**src/rtl/apb_master_bridge.sv**
```systemverilog
`default_nettype none
// ============================================================================
// Module   : apb_master_bridge
// Purpose  : One-shot core load/store to APB SETUP/ACCESS master with watchdog.
// Revision : 1.0 - initial release
// ============================================================================
module apb_master_bridge #(
    parameter int BUS_WIDTH      = 16,
    parameter int TIMEOUT_CYCLES = 255,
    parameter int TO_WIDTH       = 8
) (
    input  logic                 clk,
    input  logic                 reset,
    input  logic                 core_req,
    input  logic                 core_we,
    input  logic [BUS_WIDTH-1:0] core_addr,
    input  logic [BUS_WIDTH-1:0] core_wdata,
    output logic [BUS_WIDTH-1:0] core_rdata,
    output logic                 core_done,
    output logic                 core_err,
    output logic                 core_busy,
    output logic [BUS_WIDTH-1:0] M_PADDR,
    output logic                 M_PWRITE,
    output logic                 M_PSELx,
    output logic                 M_PENABLE,
    output logic [BUS_WIDTH-1:0] M_PWDATA,
    input  logic [BUS_WIDTH-1:0] M_PRDATA,
    input  logic                 M_PREADY
);

    typedef enum logic [1:0] {
        S_IDLE   = 2'd0,
        S_SETUP  = 2'd1,
        S_ACCESS = 2'd2,
        S_DONE   = 2'd3
    } state_t;

    localparam logic [TO_WIDTH-1:0] C_WD_ONE  = TO_WIDTH'(1);
    localparam logic [TO_WIDTH-1:0] C_WD_MAX  = '1;
    localparam logic [TO_WIDTH-1:0] C_TIMEOUT = TO_WIDTH'(TIMEOUT_CYCLES);
    localparam bit                  C_WD_EN   = (TIMEOUT_CYCLES != 0);

    state_t               r_state;
    logic [BUS_WIDTH-1:0] r_addr;
    logic [BUS_WIDTH-1:0] r_wdata;
    logic [BUS_WIDTH-1:0] r_rdata;
    logic                 r_we;
    logic                 r_psel;
    logic                 r_penable;
    logic                 r_done;
    logic                 r_err;
    logic                 r_busy;
    logic [TO_WIDTH-1:0]  r_wd_cnt;

    logic [TO_WIDTH-1:0]  w_wd_next;
    logic                 w_timeout;

    // Saturating increment so a disabled watchdog can never wrap around
    assign w_wd_next = (r_wd_cnt == C_WD_MAX) ? r_wd_cnt : (r_wd_cnt + C_WD_ONE);
    assign w_timeout = C_WD_EN && (w_wd_next == C_TIMEOUT);

    always_ff @(posedge clk or posedge reset) begin
        if (reset) begin
            r_state   <= S_IDLE;
            r_addr    <= '0;
            r_wdata   <= '0;
            r_rdata   <= '0;
            r_we      <= 1'b0;
            r_psel    <= 1'b0;
            r_penable <= 1'b0;
            r_done    <= 1'b0;
            r_err     <= 1'b0;
            r_busy    <= 1'b0;
            r_wd_cnt  <= '0;
        end else begin
            case (r_state)
                S_IDLE: begin
                    if (core_req) begin
                        r_state <= S_SETUP;
                        r_addr  <= core_addr;
                        r_we    <= core_we;
                        r_wdata <= core_we ? core_wdata : '0;
                        r_psel  <= 1'b1;
                        r_busy  <= 1'b1;
                    end
                end
                S_SETUP: begin
                    r_state   <= S_ACCESS;
                    r_penable <= 1'b1;
                end
                S_ACCESS: begin
                    // PREADY wins over a timeout landing on the same edge
                    if (M_PREADY) begin
                        r_state   <= S_DONE;
                        r_psel    <= 1'b0;
                        r_penable <= 1'b0;
                        r_done    <= 1'b1;
                        r_err     <= 1'b0;
                        if (!r_we) begin
                            r_rdata <= M_PRDATA;
                        end
                    end else begin
                        r_wd_cnt <= w_wd_next;
                        if (w_timeout) begin
                            r_state   <= S_DONE;
                            r_psel    <= 1'b0;
                            r_penable <= 1'b0;
                            r_done    <= 1'b1;
                            r_err     <= 1'b1;
                            if (!r_we) begin
                                r_rdata <= '0;
                            end
                        end
                    end
                end
                S_DONE: begin
                    r_state  <= S_IDLE;
                    r_done   <= 1'b0;
                    r_err    <= 1'b0;
                    r_busy   <= 1'b0;
                    r_wd_cnt <= '0;
                end
                default: begin
                    r_state <= S_IDLE;
                end
            endcase
        end
    end

    assign core_rdata = r_rdata;
    assign core_done  = r_done;
    assign core_err   = r_err;
    assign core_busy  = r_busy;
    assign M_PADDR    = r_addr;
    assign M_PWRITE   = r_we;
    assign M_PSELx    = r_psel;
    assign M_PENABLE  = r_penable;
    assign M_PWDATA   = r_wdata;

endmodule
`default_nettype wire

```
**config.mk**
```make
export PLATFORM = sky130hd
export DESIGN_NAME = apb_master_bridge
export DESIGN_NICKNAME = d
export VERILOG_FILES = /design/src/rtl/apb_master_bridge.sv
export SDC_FILE = /design/constraint.sdc
export NUM_CORES = 1
export LEC_CHECK = 0
export CELL_PAD_IN_SITES_DETAIL_PLACEMENT = 1
export CELL_PAD_IN_SITES_GLOBAL_PLACEMENT = 1
export CORE_ASPECT_RATIO = 1.5
export CORE_MARGIN = 1
export CORE_UTILIZATION = 36
export DETAILED_ROUTE_END_ITERATION = 16
export GPL_TIMING_DRIVEN = 0
export PLACE_DENSITY = 0.81
export SYNTH_ARGS = -nofsm -noshare
export SYNTH_HDL_FRONTEND = slang
export SYNTH_SLANG_ARGS = --single-unit
```
**constraint.sdc**
```tcl
create_clock -name clk -period 3.21 [get_ports clk]
set_input_delay 0.642 -clock clk [delete_from_list [all_inputs] [get_ports clk]]
set_output_delay 0.642 -clock clk [all_outputs]
set_load 0.03 [all_outputs]
```
# --- Word-level counts from Yosys, hierarchy flattened ---
# Cells that the tools add are included.
# W data, S select, Z words.
classes:
  shifts: 0
  mux: 23
  div: 0
  n_addsub: 1
  order_cmp: 0
  bitwise: 1
  reduce_logical: 14
  n_eq_ne: 8
  mul: 0
ops:
  columns: ["cell", "count"]
  rows:
  - ["$mux W16", 5]
  - ["$eq A8 B8 Y1 const B", 2]
  - ["$mux W8", 2]
  - ["$pmux W8 S2", 1]
  - ["$reduce_and A2 Y1", 6]
  - ["$pmux W1 S2", 5]
  - ["$reduce_bool A2 Y1", 5]
  - ["$add A8 B1 Y8 const B", 1]
  - ["$pmux W2 S4", 1]
  - ["$mux W1", 6]
  - ["$mux W2", 3]
  - ["$reduce_and A3 Y1", 2]
  - ["$eq A2 B2 Y1 const B", 2]
  - ["$ne A2 B2 Y1 const B", 2]
  - ["$ne A3 B3 Y1 const B", 1]
  - ["$eq A2 B1 Y1 const B", 1]
  - ["$logic_not A2 Y1", 1]
  - ["$not A1 Y1", 1]
word_totals:
  latchBits: 0
  output_inout_bits: 54
  memories: 0
  mem_bits_ro: 0
  reg_bits: 64
  ramBits: 0

# --- Longest topological paths before layout ---
logic_depth:
  ltp_word: 6
  depth_mapped: 8
  depth_no_buf: 7

# --- Least setup slack after synthesis ---
# Ideal clock, no wire load.
synth_timing:
  kind: "reg2reg"
  start: "register r_wd_cnt[1]"
  end: "register r_err (netlist: core_err)"
  period_less_slack_ns: 1.921
  arrival_time_ns: 1.841
  stages_incl_launch_ff: 7
  required_ns: 3.130
  setup_slack_ns: 1.289
  path_cell_list: "dfrtp_1 -> ha_1 -> buf_4 -> a22oi_2 -> o32a_4 -> or4_1 -> o211ai_2"
synth_via:
  elab_chain_cells: 5
  elab_cells_between_ends: 6
  cone_classes: "1 x add/sub; 3 x eq/ne; 1 x mux; 1 x reduce/logical"
synth_rtl:
  columns: ["item", "line_no", "source"]
  rows:
  - ["start, declared", "53", "logic [TO_WIDTH-1:0] r_wd_cnt;"]
  - ["start signal, assigned", "103", "r_wd_cnt <= w_wd_next;"]
  - ["$add A8 B1 Y8 or $eq A8 B8 Y1 (tied branches)", "59", "assign w_wd_next = (r_wd_cnt == C_WD_MAX) ? r_wd_cnt : (r_wd_cnt + C_WD_ONE);"]
  - ["$mux W8 *", "59", null]
  - ["$eq A8 B8 Y1 *", "60", "assign w_timeout = C_WD_EN && (w_wd_next == C_TIMEOUT);"]
  - ["$ne A3 B3 Y1 (no source line) *", null, null]
  - ["$reduce_and A2 Y1 (no source line) *", null, null]
  - ["end signal, assigned", "72", "r_err <= 1'b0;"]
  - ["end signal, assigned", "98", "r_err <= 1'b0;"]
  - ["end signal, assigned", "109", "r_err <= 1'b1;"]
  - ["end, declared", "51", "logic r_err;"]
# Mark *: on every way between the ends. The rest lies on a longest branch, timed or not.
# A chain may end at the register's enable or synchronous reset.

# --- Final worst setup path ---
layout_timing:
  start: "register r_state[0]"
  end: "register r_rdata[13] (netlist: core_rdata[13])"
layout_via:
  elab_chain_cells: 2
layout_rtl:
  columns: ["item", "line_no", "source"]
  rows:
  - ["start, declared", "43", "state_t r_state;"]
  - ["start signal, assigned", "64", "r_state <= S_IDLE;"]
  - ["start signal, assigned", "79", "r_state <= S_SETUP;"]
  - ["start signal, assigned", "88", "r_state <= S_ACCESS;"]
  - ["$eq A2 B2 Y1", "76", "case (r_state)"]
  - ["$reduce_and A3 Y1 (no source line)", null, null]
  - ["end signal, assigned", "67", "r_rdata <= '0;"]
  - ["end signal, assigned", "100", "r_rdata <= M_PRDATA;"]
  - ["end signal, assigned", "111", "r_rdata <= '0;"]
  - ["end, declared", "46", "logic [BUS_WIDTH-1:0] r_rdata;"]
# No other way between the ends.

==> results.ini <==
[run_status]
status=finished, final reports clean

[floorplan]
initial_core_util_pct=37.7
die_area_um2=8870
ioPinCount=107
rows=40
die_x_um=77.3
design.core.area_um2=8110
die_h_um=115

[clock_network]
postCtsSetupBuffers=0
cts_tree=yes
cts_buffers=9
clk_path_buf_depth=2
ctsHoldBuffers=0
h-tree-depth=3
worst_setup_hold_path_clk_slew_ns=0.05
ctsResizeCount=0
worstSkewPairLatency_ns=0.33
ctsRootBufferMaster=clkbuf_16
cts.sinks=64

[yosys]
synth_top_family_by_area=compound AO/OA/AOI/OAI gates
syn-cell-area_um2=3060
synth_area_per_cell_um2=9.99
synth_xor_area_share_pct=0
synthSimpleGateAreaFrac_pct=15.4
async_flop_share_pct=100
synth-seq-cells=64
syn-num-nets=363
ys_types=46
yosys.area_share.adder_pct=1.64
synth-seq-area-share_pct=52.4
ys.warnings.count=0
yosysTopAreaCell=dfrtp_1
yosys.area.top_type_share_pct=52.4
synth_area_leaders=dfrtp_1 (52%), nand2_1 (8.0%), mux2_2 (6.3%), a22oi_1 (3.9%), o21ai_0 (3.6%)
netlist_instances=306
synthMuxAreaShare_pct=7.24
synth_top_flop_cell=dfrtp_1
synth_edf_count=0
synth_compound_area_share_pct=19.1

[detailed_routing]
drtIter0Drc=111
avgViaCountPerCell=5.23
dr.pass1.iters=4
antenna_left=0
routed_wl_um=9600
drc=0
vias=2773
wire_per_inst_um=18.1

[setup_path]
cpMostUsedCell=clkbuf_1
required_ns=3.46
crit_type=reg -> reg
cp_slowest_cell=clkbuf_1
end_kind=flop
cp_max_fo=10
startpoint_type=flop
path_cells=inv_1, ha_1, nand2b_1, clkbuf_1, nor2_1, clkbuf_1, a22oi_1, o21ai_1
cp_data_arrival_time_ns=2.64
critPathMaxStageDelay_ns=0.42

[place]
dpl-instance-area_um2=4260
pre_cts_ws_ns=0.567
dp_cells=517
routabilityCongestion=0.854
io_buffers=105
hpwl_um=7110

[global_routing]
overflow=0
grt_usage_pct=23.2
met1_usage_pct=23.0
use_met3_pct=6.03
grt_antenna_before_repair=0
grt_pass1_wl_um=15400
grt_pass1_vias=3031
grt_use_met2_pct=44.5
grt_max_degree=37
busiest_layer=met2

[sta]
slew_headroom_pct=54.6
finalCritPeriodShare_pct=74.3
hold_viol=0
fin_skew_ns=0.00477
drv_slew=0
rsz0062_at_grt=no
setup_viol=0
fin_crit_ns=2.38
tightest_slew_ns=0.680
fin_ws_ns=0.826
fmax_mhz=420

[cells_and_area]
areaGrowthSynthToFinish_pct=47.9
stdcell_count=530
antenna_cells=0
drive_gt1_share_pct=12.0
n_fill_cell=933
design_area_um2=4520
multiInputGateArea_um2=1330
seqCellArea_um2=1600
num-nets-final=480

[flow_run]
drv_cap=0

[power]
leakagePower_uw=0.00189
power.density_nw_per_um2=1050
ir_drop_mv=0.456

[hold_path]
hp-class=reg -> reg

## where the power goes
group	switching [uW]	internal (uW)	total, uW	leakage (uW)
clock	325	549	874	0.000130
combinational	1400	1040	2440	0.00100
sequential	254	1170	1420	0.000758
total	1980	2760	4740	0.00189
## through the flow
stage               total power (uW)  hold slack [ns]  util (%)  TNS, ns
global route                    5000            0.513      55.8        0
CTS                             4780            0.491      55.8        0
detailed placement              3870            0.479      52.5        0
global placement                3800            0.461      52.3   -15.33
finish                          4740            0.483      55.8        0
floorplan                       2860            0.504         -        0
## final cells by class
class	count	area share, %
clock buffer	12	5.67
multi-input combinational	213	29.3
inverter	9	0.747
sequential	64	35.4
timing repair buffer	106	23.7
tap	105	2.91
clock inverter	1	0.111
buffer	20	2.13
## kinds of logic (layout without fill, tap and decap cells)
kind of cell,Yosys count,after routing
AND/OR/NAND/NOR,103,103
flip-flops,64,64
buffers and inverters,29,148
multiplexers,20,20
AO/OA/AOI/OAI,86,86
adder cells (fa/ha/maj),4,4
## cells in the final DEF, fill, tap and decap left out, types with 7 or more instances in the layout
cell type and instances:
mux2_2 17, o21ai_1 20, nand2_1 65, dfrtp_1 64, clkdlybuf4s50_1 105, o21ai_0 22
nand3_1 7, nor2_1 9, clkbuf_1 13, clkbuf_16 9, a22oi_1 16
## sequential cells by signal (all words and copies together), names as in the netlist
register	flops
M_PADDR	16
core_busy	1
M_PWDATA	16
r_wd_cnt	8
M_PENABLE	1
core_done	1
core_err	1
core_rdata	16
M_PSELx	1
r_state	2
M_PWRITE	1
## layer usage
layer	vias up	part of all wire (%)
li1	1318	-
met2	62	58
met4	0	2.6
met5	-	0
met1	1375	36
met3	18	2.9
## critical path: cells and delay by family (launching register included)
kind	cells	cell delay [ns]
DFF	1	0.40
and+or+nand+nor	2	0.56
buffers and inverters	3	0.77
adders and majority gates	1	0.32
AOI/OAI and AO/OA	2	0.26
## cells in the mapped netlist, drive strengths merged, types with 2 or more instances
cell	count
nand3	7
clkbuf	12
inv	9
o211ai	2
nor3	5
nand2b	5
nor2	10
a32o	6
nand2	65
o21ai	42
a21oi	6
nand4b	2
a22oi	17
o32ai	3
buf	8
or4	2
dfrtp	64
mux2i	3
mux2	17
ha	4
o22ai	2
nand4	3
## final timing paths
kind	start	end	slack [ns]	cells after the start
max in group asynchronous	reset	core_rdata[5]	1.84	3
worst min register to register	M_PWDATA[13]	M_PWDATA[13]	0.48	2
worst max-delay path	r_state[0]	core_rdata[13]	0.83	8
worst max register to register	r_state[0]	core_rdata[13]	0.83	8
worst min-delay path	M_PWDATA[13]	M_PWDATA[13]	0.48	2
min in group asynchronous	reset	M_PADDR[12]	0.74	2
(Power assumes the default switching activity.)
==> RTL change 1: new RTL, same settings <==
Set the parameter `TO_WIDTH` to 6 (it was 8).
--- a/src/rtl/apb_master_bridge.sv
+++ b/src/rtl/apb_master_bridge.sv
@@ -7,7 +7,7 @@
 module apb_master_bridge #(
     parameter int BUS_WIDTH      = 16,
     parameter int TIMEOUT_CYCLES = 255,
-    parameter int TO_WIDTH       = 8
+    parameter int TO_WIDTH       = 6
 ) (
     input  logic                 clk,
     input  logic                 reset,
Formal check against the unedited RTL: same outputs for any inputs over 10 cycles, from zero or initial values and one cycle with reset high; that may be too few to reach the edited logic, so the function may still have changed.
==> RTL change 1 against the original RTL <==
Synthesized area down 10%; non-clock buffer count fell by 6; power decreased by 10%; synthesized cell count fell by 21%; final area shrank 9.1%; setup slack got worse by 0.052 ns; count of clock-buffer cells in the layout increased by 1; clock power down 27%; sequential cell count is 2 lower; via count is 16% lower; worst hold slack is essentially flat; final cell count down 12%; critical path type unchanged; largest power group unchanged; routed wire length is 17% lower.
==> RTL change 1: results (changes against the original RTL) <==
Cells and area
  – Share of cells above drive strength 1: 14.84% (was 12.00%)
  – Non-Filler Instances: 464 (was 530)
  – Nets: 417 (was 480)

Detailed routing
  – Iter 0 DRT Violations: 118 (was 111)
  – Drt wl/cell: 17.17 um (was 18.11 um)
  – Vias: 2327 (was 2773)

Worst setup path
  – Crit Reg-Reg Endpoint: core_rdata[0]$_DFFE_PP0P_ (was core_rdata[13]$_DFFE_PP0P_)
  – R2r setup slk: 0.77 ns (was 0.83 ns)
  – WP data arrival: 2.71 ns (was 2.64 ns)
  – Reg2reg path depth: 7 (was 8)

Worst hold path
  – Hold_sp: M_PWDATA[15]$_DFFE_PP0P_ (was M_PWDATA[13]$_DFFE_PP0P_)
  – Hold EP: M_PWDATA[15]$_DFFE_PP0P_ (was M_PWDATA[13]$_DFFE_PP0P_)

Power
  – Worst vdd ir: 0.5469 mV (was 0.4561 mV)
  – Static leakage: 0.001759 uW (was 0.001889 uW)

Placed design
  – Placed Cells: 448 (was 517)
  – Post-DP HPWL: 6102 um (was 7105 um)
  – Placer Congestion: 0.7648 (was 0.8538)
  – Number of port buffers: 104 (was 105)

CTS
  – Clock Pin Slew Worst Setup and Hold Paths: 0.07 ns (was 0.05 ns)
  – Post-CTS setup buffer count: 0 (unchanged)
  – Clk root buf: clkbuf_8 (was clkbuf_16)

Global routing
  – Largest net degree at the start of global routing: 37 (unchanged)
  – Vias in the first global route: 2500 (was 3031)
  – Global Route Usage Sum: 21.62% (was 23.20%)
  – First-pass GRT wire length: 12680 um (was 15350 um)

STA
  – Worst-case clock skew: 0.008065 ns (was 0.004774 ns)
  – Worst slew pin tran: 0.9011 ns (was 0.6805 ns)

Synth
  – YS warnings: 0 (unchanged)
  – Syn_nets: 301 (was 363)
  – Synthesized area per cell: 11.27 um2 (was 9.993 um2)
  – Seq/Total Area, Yosys: 56.67% (was 52.37%)
  – Ranking of synthesized cells by area: dfrtp_1 57%, mux2_2 7.0%, nand2_1 6.3%, o21ai_0 4.6%, a22o_1 3.5% (was dfrtp_1 52%, nand2_1 8.0%, mux2_2 6.3%, a22oi_1 3.9%, o21ai_0 3.6%)
  – Netlist cell types: 39 (was 46)
  – Synth top cells by count: 62 x dfrtp_1, 46 x nand2_1, 25 x o21ai_0, 17 x mux2_2, 11 x a22o_1 (was 65 x nand2_1, 64 x dfrtp_1, 22 x o21ai_0, 20 x o21ai_1, 17 x mux2_2)
  – Count leader, synth: dfrtp_1 (was nand2_1)

Run status
  – Status: finished, final reports clean (unchanged)
[RTL change 1: cell count changes after synthesis, sizes merged, moves of 5 or more]
cell	before	now
nand2	65	46
nor2	10	5
o21ai	42	25
a22oi	17	2
a22o	0	17
clkbuf	12	6
[RTL change 1: how the worst max path moves through the flow]
stage | start | to | slack (ns) | depth (start not counted)
finish | r_state[0]$_DFFE_PP0P_ | core_rdata[0]$_DFFE_PP0P_ | 0.77 | 7
global placement | reset | M_PADDR[1]$_DFFE_PP0P_ | -0.14 | 2
detailed placement | r_state[0]$_DFFE_PP0P_ | core_rdata[15]$_DFFE_PP0P_ | 0.80 | 7
floorplan | reset | M_PADDR[0]$_DFFE_PP0P_ | 1.03 | 1
global route | r_state[0]$_DFFE_PP0P_ | core_rdata[0]$_DFFE_PP0P_ | 0.61 | 7
CTS | r_state[0]$_DFFE_PP0P_ | core_rdata[0]$_DFFE_PP0P_ | 0.75 | 7
[RTL change 1: final cells by class]
| class | count | area (um2) |
|---|---|---|
| Buffer | 15 | 71.32 |
| Clock buffer | 13 | 168.9 |
| Clock inverter | 3 | 17.52 |
| Fill cell | 800 | 3164 |
| Inverter | 6 | 22.52 |
| Multi-Input combinational cell | 160 | 1092 |
| Sequential cell | 62 | 1551 |
| Tap cell | 100 | 125.1 |
| Timing Repair Buffer | 105 | 1061 |
[RTL change 1: logic make-up after synthesis]
kind of cell	synth area share, %
simple gates	12.48
xor+xnor	0.3200
buf+inv	3.428
compound gates	17.82
fa+ha+maj	2.285
mux	6.993
flops	56.67
[RTL change 1: stage by stage]
stage / total power (uW) / instance area, um2 / utilization (%) / setup slack [ns] / hold WS, ns
final: 4248 / 4110 / 56.50 / 0.7739 / 0.4827
after global routing: 4492 / 4110 / 56.50 / 0.6111 / 0.5082
after CTS: 4301 / 4110 / 56.50 / 0.7529 / 0.4838
after detailed placement: 3637 / 3924 / 53.94 / 0.7962 / 0.4697
after global placement: 3558 / 3904 / 53.66 / -0.1391 / 0.4597
after floorplan: 2652 / 2738 / - / 1.027 / 0.5087
[RTL change 1: where the power goes]
group	switching, uW	total (uW)	internal, uW	leakage (uW)
Clock	300	641	341	0.0000954
Combinational	1270	2250	973	0.000899
Sequential	216	1360	1140	0.000765
[RTL change 1: critical path, cell delays in order (launching register included)]
cell	delay (ns)
dfrtp_1	0.42
inv_1	0.12
ha_1	0.15
buf_2	0.21
inv_1	0.16
nor3_1	0.76
buf_2	0.36
a22o_1	0.19
[RTL change 1: layer usage]
layer | share of wire [%] | track usage [%] | up-vias
met5 | 0 | 0 | -
met4 | 3.1 | 9.804 | 0
met3 | 3.3 | 5.083 | 17
met2 | 56 | 38.69 | 59
met1 | 38 | 23.80 | 1156
li1 | - | - | 1095
==> RTL change 2: new RTL, same settings <==
Without the edit above. Make the reset (`reset`) synchronous in one clocked block.
--- a/src/rtl/apb_master_bridge.sv
+++ b/src/rtl/apb_master_bridge.sv
@@ -59,7 +59,7 @@
     assign w_wd_next = (r_wd_cnt == C_WD_MAX) ? r_wd_cnt : (r_wd_cnt + C_WD_ONE);
     assign w_timeout = C_WD_EN && (w_wd_next == C_TIMEOUT);
 
-    always_ff @(posedge clk or posedge reset) begin
+    always_ff @(posedge clk) begin
         if (reset) begin
             r_state   <= S_IDLE;
             r_addr    <= '0;
Behaviour: differs if reset is asserted again (counterexample within 4 cycles, from zero or initial values and one cycle with reset high); with reset held inactive, the same outputs for 10 cycles.
==> RTL change 2 against the original RTL <==
Synthesized area down 12%; final area down 8.9%; final cell count up 4.5%; sequential cell count unchanged; setup slack worse by 0.090 ns; fmax down 3.6%; routed wire length down 9.9%; critical path depth down 1.
Power is not compared: it rests on default switching activity, and its combinational part moved more than twofold at a synthesized area within 25%.
==> RTL change 2: results (changes against the original RTL) <==
Detailed routing
  – DRT Wirelength: 8647 um (was 9599 um)
  – Via density: 5.161 (was 5.232)
  – Iter 0 DRT Violations: 85 (was 111)
  – Vias: 2859 (was 2773)

Worst setup path
  – CP peak stage delay: 0.49 ns (was 0.42 ns)
  – Slowest CP cell: a211oi_4 (was clkbuf_1)
  – R2r setup slk: 0.74 ns (was 0.83 ns)
  – Critical R2R Launch: r_wd_cnt[0]$_SDFFE_PP0P_ (was r_state[0]$_DFFE_PP0P_)
  – Crit Reg-Reg Endpoint: core_rdata[7]$_SDFFE_PP0P_ (was core_rdata[13]$_DFFE_PP0P_)
  – CP top delay family: compound AO/OA/AOI/OAI gates (was buffers and inverters)
  – WP data arrival: 2.68 ns (was 2.64 ns)

STA
  – Final hold slack: 0.4529 ns (was 0.4832 ns)
  – Worst slew margin: 57.93% (was 54.57%)

Synth
  – Ys async rst share: 0% (was 100.0%)
  – Compound-Gate Fraction of Synth Area: 23.30% (was 19.07%)
  – Netlist cell types: 38 (was 46)
  – Ys flop type: dfxtp_1 (was dfrtp_1)
  – Seq/Total Area, Yosys: 47.63% (was 52.37%)
  – XOR/XNOR Fraction of Synth Area: 0.3256% (was 0%)
  – Fraction of the mapped netlist area in adder cells: 1.860% (was 1.637%)
  – Synthesized area per cell: 8.078 um2 (was 9.993 um2)
  – Syn_nets: 390 (was 363)
  – Multiplexer area fraction after synthesis: 1.116% (was 7.242%)

CTS
  – Clk_lat worst skew: 0.35 ns (was 0.33 ns)
  – Clk root buf: clkbuf_8 (was clkbuf_16)
  – Clock Pin Slew Worst Setup and Hold Paths: 0.07 ns (was 0.05 ns)

Worst hold path
  – Hold EP: M_PWDATA[12]$_SDFFE_PP0P_ (was M_PWDATA[13]$_DFFE_PP0P_)
  – Hold_sp: M_PWDATA[12]$_SDFFE_PP0P_ (was M_PWDATA[13]$_DFFE_PP0P_)

Global routing
  – Vias in the first global route: 3016 (was 3031)
  – Global Route Usage Sum: 23.38% (was 23.20%)
  – First-pass GRT wire length: 14030 um (was 15350 um)
  – Largest net degree at the start of global routing: 12 (was 37)

Placed design
  – Post-DP HPWL: 6327 um (was 7105 um)
  – Placed Cells: 538 (was 517)
  – Setup slack at placement: 0.6983 ns (was 0.5674 ns)
  – Placer Congestion: 0.7960 (was 0.8538)
  – Placement-stage cell area: 3866 um2 (was 4260 um2)

Cells and area
  – Nets: 506 (was 480)
  – Layout fillers: 886 (was 933)
  – Share of cells above drive strength 1: 5.286% (was 12.00%)

Run status
  – Status: finished, final reports clean (unchanged)
==> RTL change 2: changes by cell type after synthesis, sizes merged, moves of 9 or more <==
cell / delta
a22oi: -14
dfxtp: +64
o21ai: -33
a21oi: +54
clkbuf: +9
a211oi: +19
mux2: -17
dfrtp: -64
nand3: +15
nand2: +13
==> RTL change 2: worst max-delay path by stage <==
stage                        startpoint                          end  slack (ns)  depth (start not counted)
6_report       r_wd_cnt[0]$_SDFFE_PP0P_   core_rdata[7]$_SDFFE_PP0P_        0.74                          7
5_1_grt        r_wd_cnt[0]$_SDFFE_PP0P_   core_rdata[7]$_SDFFE_PP0P_        0.50                          7
4_1_cts        r_wd_cnt[0]$_SDFFE_PP0P_   core_rdata[7]$_SDFFE_PP0P_        0.70                          7
3_5_place_dp                   M_PREADY  core_rdata[15]$_SDFFE_PP0P_        0.70                          6
3_3_place_gp                   M_PREADY  core_rdata[12]$_SDFFE_PP0P_        0.73                          6
2_1_floorplan  r_wd_cnt[0]$_SDFFE_PP0P_  core_rdata[10]$_SDFFE_PP0P_        1.17                          7
==> RTL change 2: final cells by class <==
| type | instances | area, um2 | share of cell area, % |
|---|---|---|---|
| Timing Repair Buffer | 105 | 1051 | 25.51 |
| Sequential cell | 64 | 1281 | 31.10 |
| Tap cell | 100 | 125.1 | 3.037 |
| Clock buffer | 11 | 151.4 | 3.674 |
| Inverter | 5 | 18.77 | 0.4555 |
| Clock inverter | 5 | 102.6 | 2.490 |
| Buffer | 23 | 95.09 | 2.308 |
| Multi-Input combinational cell | 241 | 1295 | 31.43 |
==> RTL change 2: layer usage <==
| layer | GRT usage, % | routed length, um |
|---|---|---|
| met1 | 22.13 | 3188 |
| met2 | 44.33 | 4694 |
| met3 | 7.678 | 584 |
| met4 | 10.36 | 180 |
| met5 | 0 | 0 |
